[config.mk]
export PLATFORM = sky130hd
export DESIGN_NAME = pulse_seg_unit_flat
export DESIGN_NICKNAME = d
export VERILOG_FILES = /design/src/rtl/pulse_seg_unit_if.sv /design/src/rtl/pulse_seg_unit.sv /design/src/flat_wrapper.sv
export SDC_FILE = /design/constraint.sdc
export NUM_CORES = 1
export LEC_CHECK = 0
export BUFFER_PORTS_ARGS = -buffer_cell sky130_fd_sc_hd__buf_4
export CAP_MARGIN = 10
export CORE_AREA = 2 2 39 41
export CTS_CLUSTER_DIAMETER = 80
export CTS_CLUSTER_SIZE = 28
export DETAILED_ROUTE_END_ITERATION = 6
export DIE_AREA = 0 0 41 43
export HOLD_SLACK_MARGIN = 0.1
export PLACE_DENSITY = 0.47
export SETUP_SLACK_MARGIN = 0.4
export SLEW_MARGIN = 20
export SYNTH_ARGS = -nofsm -noshare
export SYNTH_HDL_FRONTEND = slang
export SYNTH_SLANG_ARGS = --single-unit
[constraint.sdc]
create_clock -name clk -period 2.1 [get_ports clk]
set_input_delay 0.315 -clock clk [delete_from_list [all_inputs] [get_ports clk]]
set_output_delay 0.315 -clock clk [all_outputs]
set_load 0.005 [all_outputs]
[src/rtl/pulse_seg_unit_if.sv]
// Signal bundle for pulse_seg_unit: edge-pulse level/pulse pair and 7-segment decode pair.
interface pulse_seg_unit_if;
  logic       d;
  logic       q;
  logic [3:0] decode;
  logic [6:0] decoded;

  modport master (output d, output decode, input q, input decoded);
  modport slave  (input d, input decode, output q, output decoded);
endinterface

[src/rtl/pulse_seg_unit.sv]
// Edge-to-pulse converter plus active-low 7-segment digit decoder.
// Define PULSE_SEG_HEX_EN to show A-F for decode values 10-15 instead of blanking.
module pulse_seg_unit #(
  parameter bit RISING = 1'b1
) (
  input  logic             clk,
  input  logic             rst,
  pulse_seg_unit_if.slave  bus
);

  // Reset loads the pre-edge level so a d already in its post-edge state pulses after release.
  localparam logic RST_LVL = ~RISING;

  logic s1_d, s1_q;
  logic s2_d, s2_q;

  always_comb begin
    s1_d = bus.d;
    s2_d = s1_q;
  end

  always_ff @(posedge clk) begin
    if (rst) begin
      s1_q <= RST_LVL;
      s2_q <= RST_LVL;
    end else begin
      s1_q <= s1_d;
      s2_q <= s2_d;
    end
  end

  always_comb begin
    if (RISING) bus.q = s1_q & ~s2_q;
    else        bus.q = s2_q & ~s1_q;
  end

  // Segment order [6:0] = g,f,e,d,c,b,a; a 0 bit lights the segment.
  always_comb begin
    bus.decoded = 7'h7F;
    case (bus.decode)
      4'd0:    bus.decoded = 7'h40;
      4'd1:    bus.decoded = 7'h79;
      4'd2:    bus.decoded = 7'h24;
      4'd3:    bus.decoded = 7'h30;
      4'd4:    bus.decoded = 7'h19;
      4'd5:    bus.decoded = 7'h12;
      4'd6:    bus.decoded = 7'h02;
      4'd7:    bus.decoded = 7'h78;
      4'd8:    bus.decoded = 7'h00;
      4'd9:    bus.decoded = 7'h10;
`ifdef PULSE_SEG_HEX_EN
      4'd10:   bus.decoded = 7'h08;
      4'd11:   bus.decoded = 7'h03;
      4'd12:   bus.decoded = 7'h46;
      4'd13:   bus.decoded = 7'h21;
      4'd14:   bus.decoded = 7'h06;
      4'd15:   bus.decoded = 7'h0E;
`else
      default: bus.decoded = 7'h7F;
`endif
    endcase
  end

endmodule

[src/flat_wrapper.sv]
// flat-port wrapper written by rule: the top's interface ports become plain ports
module pulse_seg_unit_flat 
#(
  parameter bit RISING = 1'b1
)
  (clk, rst, bus_d, bus_decode, bus_q, bus_decoded);
  pulse_seg_unit_if bus_i ();
  input  logic clk;
  input  logic rst;
  input wire logic [$bits(bus_i.d)-1:0] bus_d;
  input wire logic [$bits(bus_i.decode)-1:0] bus_decode;
  output wire logic [$bits(bus_i.q)-1:0] bus_q;
  output wire logic [$bits(bus_i.decoded)-1:0] bus_decoded;
  assign bus_i.d = bus_d;
  assign bus_i.decode = bus_decode;
  assign bus_q = bus_i.q;
  assign bus_decoded = bus_i.decoded;
  pulse_seg_unit #(.RISING(RISING)) u_core (.clk(clk), .rst(rst), .bus(bus_i));
endmodule
==> flow_summary.ini <==
[place]
dp.cells = 66
postPlaceCellArea_um2 = 377.9
dp_hpwl_um = 463.4
place_ws_ns = 0.5420
io_buffer_count = 14
routabilityCongestion = 0.6808

[synthesis]
async_flop_share_pct = 0
synth-edff-count = 0
syn_inst = 38
synth_top_area_share_pct = 23.26
synth_ff_type = dfxtp_1
synth_area_leader_cell = ha_1
syn_avg_cell_area_um2 = 7.079
yosysMostFrequentCell = o21ai_0
ys_ff_latch = 2
synth-seq-area-share_pct = 14.88
yosys_warnings = 0
ys_top_cells_by_count = o21ai_0 (6), ha_1 (5), nor2_1 (5)
yosysUniqueCellTypes = 15
syn-cell-area_um2 = 269.0
syn_nets = 50
synth_area_leaders = ha_1 (23%), dfxtp_1 (15%), o21ai_0 (11%)

[timing]
drv_slew = 0
worst_slew_pin_slew_ns = 0.1474
fin_setup_tns_ns = 0
setup_ws_ns = 0.5592
period_minus_slack_ns = 1.541
finalSetupViolCount = 0
fmax_ghz = 0.6490
rsz0062_at_grt = no
maxSlewHeadroom_pct = 90.07
hold_violations = 0
post-route-period-util_pct = 73.37
finClkSkew_ns = 0.003416

[power]
p_leak_uw = 0.0002013
power_density_nw_per_um2 = 463.3
p_sw_uw = 47.89
p_comb_share_pct = 33.4
internal_power_uw = 137.6
ir_drop_uv = 97.35
swShare_pct = 25.81
power_frac_clock_pct = 44.7
pwr-share-seq_pct = 21.9

[flow_run]
max_cap_viol_count = 0

[final_layout]
instances_no_fill = 69
final_area_um2 = 400.4
multi_input_area_um2 = 201.4
fill_cells = 153
nNetsFinal = 67
drive_gt1_share_pct = 33.96
register_area_um2 = 40.04
diodes = 0
area_growth_pct = 48.84

[critical_path]
cp_slowest_cell = or2_1
cpPeakStageDelay_ns = 0.21
r2r_setup_slack_ns = 1.59
start_kind = input pin
required_ns = 1.78
r2r_cells = 1
critPathCaptureType = primary output
crit_chain = buf_4 > inv_1 > ha_1 > or2_1 > a21oi_2 > a31oi_1 > buf_4
critPathKind = input pin to primary output
cp_max_fo = 6
cpMostUsedCell = buf_4
r2r_end = u_core.s2_q
arrival_ns = 1.23
r2r-start = u_core.s1_q

[route]
wl_um = 581
ant_nets = 0
via_per_inst = 3.942
wl_per_cell_um = 8.420
firstDrtPassIters = 1
drc_errors = 0
routed-via-count = 272
drt-initial-drc-count = 0

[global_route]
grt_max_degree = 12
antenna_found_initial = 0
gr-total-overflow = 0
grt_pass1_wl_um = 959
grtUsageTotal_pct = 8.092
grt_pass1_vias = 251

[floorplanning]
rows = 14
core_area_um2 = 1384
initial_core_util_pct = 19.44
dieArea_um2 = 1763
die_x_um = 41
fp.dieH_um = 43
ios = 15

[clocking]
clk_path_buf_depth = 2
cts_tree = yes
root_buffer = clkbuf_4
clk_pin_slew_ns = 0.03
numCtsBuffers = 3
hold_buffers = 0
cts_resized = 0
cts_sinks = 2
clock_latency_ns = 0.22
htreeDepth = 1
post_cts_buffers = 0

[hold_path]
hold_start = rst
min_to = u_core.s2_q
hold_depth = 2
worstHoldPathType = input pin to register

[run_status]
status = completed
layout make-up:
class                   instances  area share (%)
flip-flops and latches          2           10.00
inverters                       3           2.812
clock buffers                   3           5.625
repair buffers                 14           26.25
multi-input cells              31           50.31
well taps                      16           5.000
worst max path at each step:
stage / startpoint / to / slack (ns) / cells past startpoint
3_3_place_gp: bus_decode[1] / bus_decoded[3] / 0.54 / 7
6_report: bus_decode[1] / bus_decoded[3] / 0.56 / 7
2_1_floorplan: bus_decode[1] / bus_decoded[0] / 0.84 / 5
5_1_grt: bus_decode[1] / bus_decoded[0] / 0.47 / 7
4_1_cts: bus_decode[1] / bus_decoded[3] / 0.54 / 7
3_5_place_dp: bus_decode[1] / bus_decoded[3] / 0.54 / 7
critical path: cells and delay by family:
kind                       cells  cell delay [ns]
AOI/OAI and AO/OA              2             0.20
buffers and inverters          3             0.33
adders and majority gates      1             0.17
and+or+nand+nor                1             0.21
flip-flops by register name, indices dropped and copies added (netlist names):
register / count
u_core.s2_q: 1
u_core.s1_q: 1
layer usage:
metal / global-route usage, % / up-vias / wire, um
met5: 0 / - / 0
met4: 8.000 / 0 / 0
met3: 0 / 0 / 20
met2: 14.37 / 4 / 326
met1: 7.278 / 117 / 234
li1: - / 151 / -
metrics by stage:
step | total power [uW] | hold slack [ns] | util, %
after global placement | 104.4 | 0.4576 | 27.31
after CTS | 191.1 | 0.2538 | 28.93
final | 185.5 | 0.2584 | 28.93
after detailed placement | 104.4 | 0.4544 | 27.31
after global routing | 202.2 | 0.2558 | 28.93
after floorplan | 72.49 | 0.3866 | -
power by group through the flow:
stage	combinational (uW)	sequential (uW)	clock (uW)
2_1_floorplan	31.5	41.0	0
3_3_place_gp	63.2	41.2	0
3_5_place_dp	63.3	41.1	0
4_1_cts	63.6	40.7	86.8
5_1_grt	71.1	40.9	90.2
6_report	61.9	40.6	82.9
layout by cell type, fill, tap and decap left out:
master / count
nand2b_1: 4
inv_1: 3
or2_1: 1
dfxtp_1: 2
nor2b_1: 3
nor2_1: 5
buf_4: 14
ha_1: 5
o21ai_0: 6
clkbuf_4: 3
or2b_1: 1
a21oi_1: 2
a31oi_1: 1
a21oi_2: 1
nand2_1: 2
cell families (layout without fill, tap and decap cells):
| family | after synthesis | count (layout) | synth area share, % |
|---|---|---|---|
| fa+ha+maj | 5 | 5 | 23.26 |
| compound gates | 10 | 10 | 20.47 |
| buf+inv | 5 | 20 | 10.23 |
| simple gates | 16 | 16 | 31.17 |
| flops | 2 | 2 | 14.88 |
Note: power is estimated with default switching activity, not from simulation.
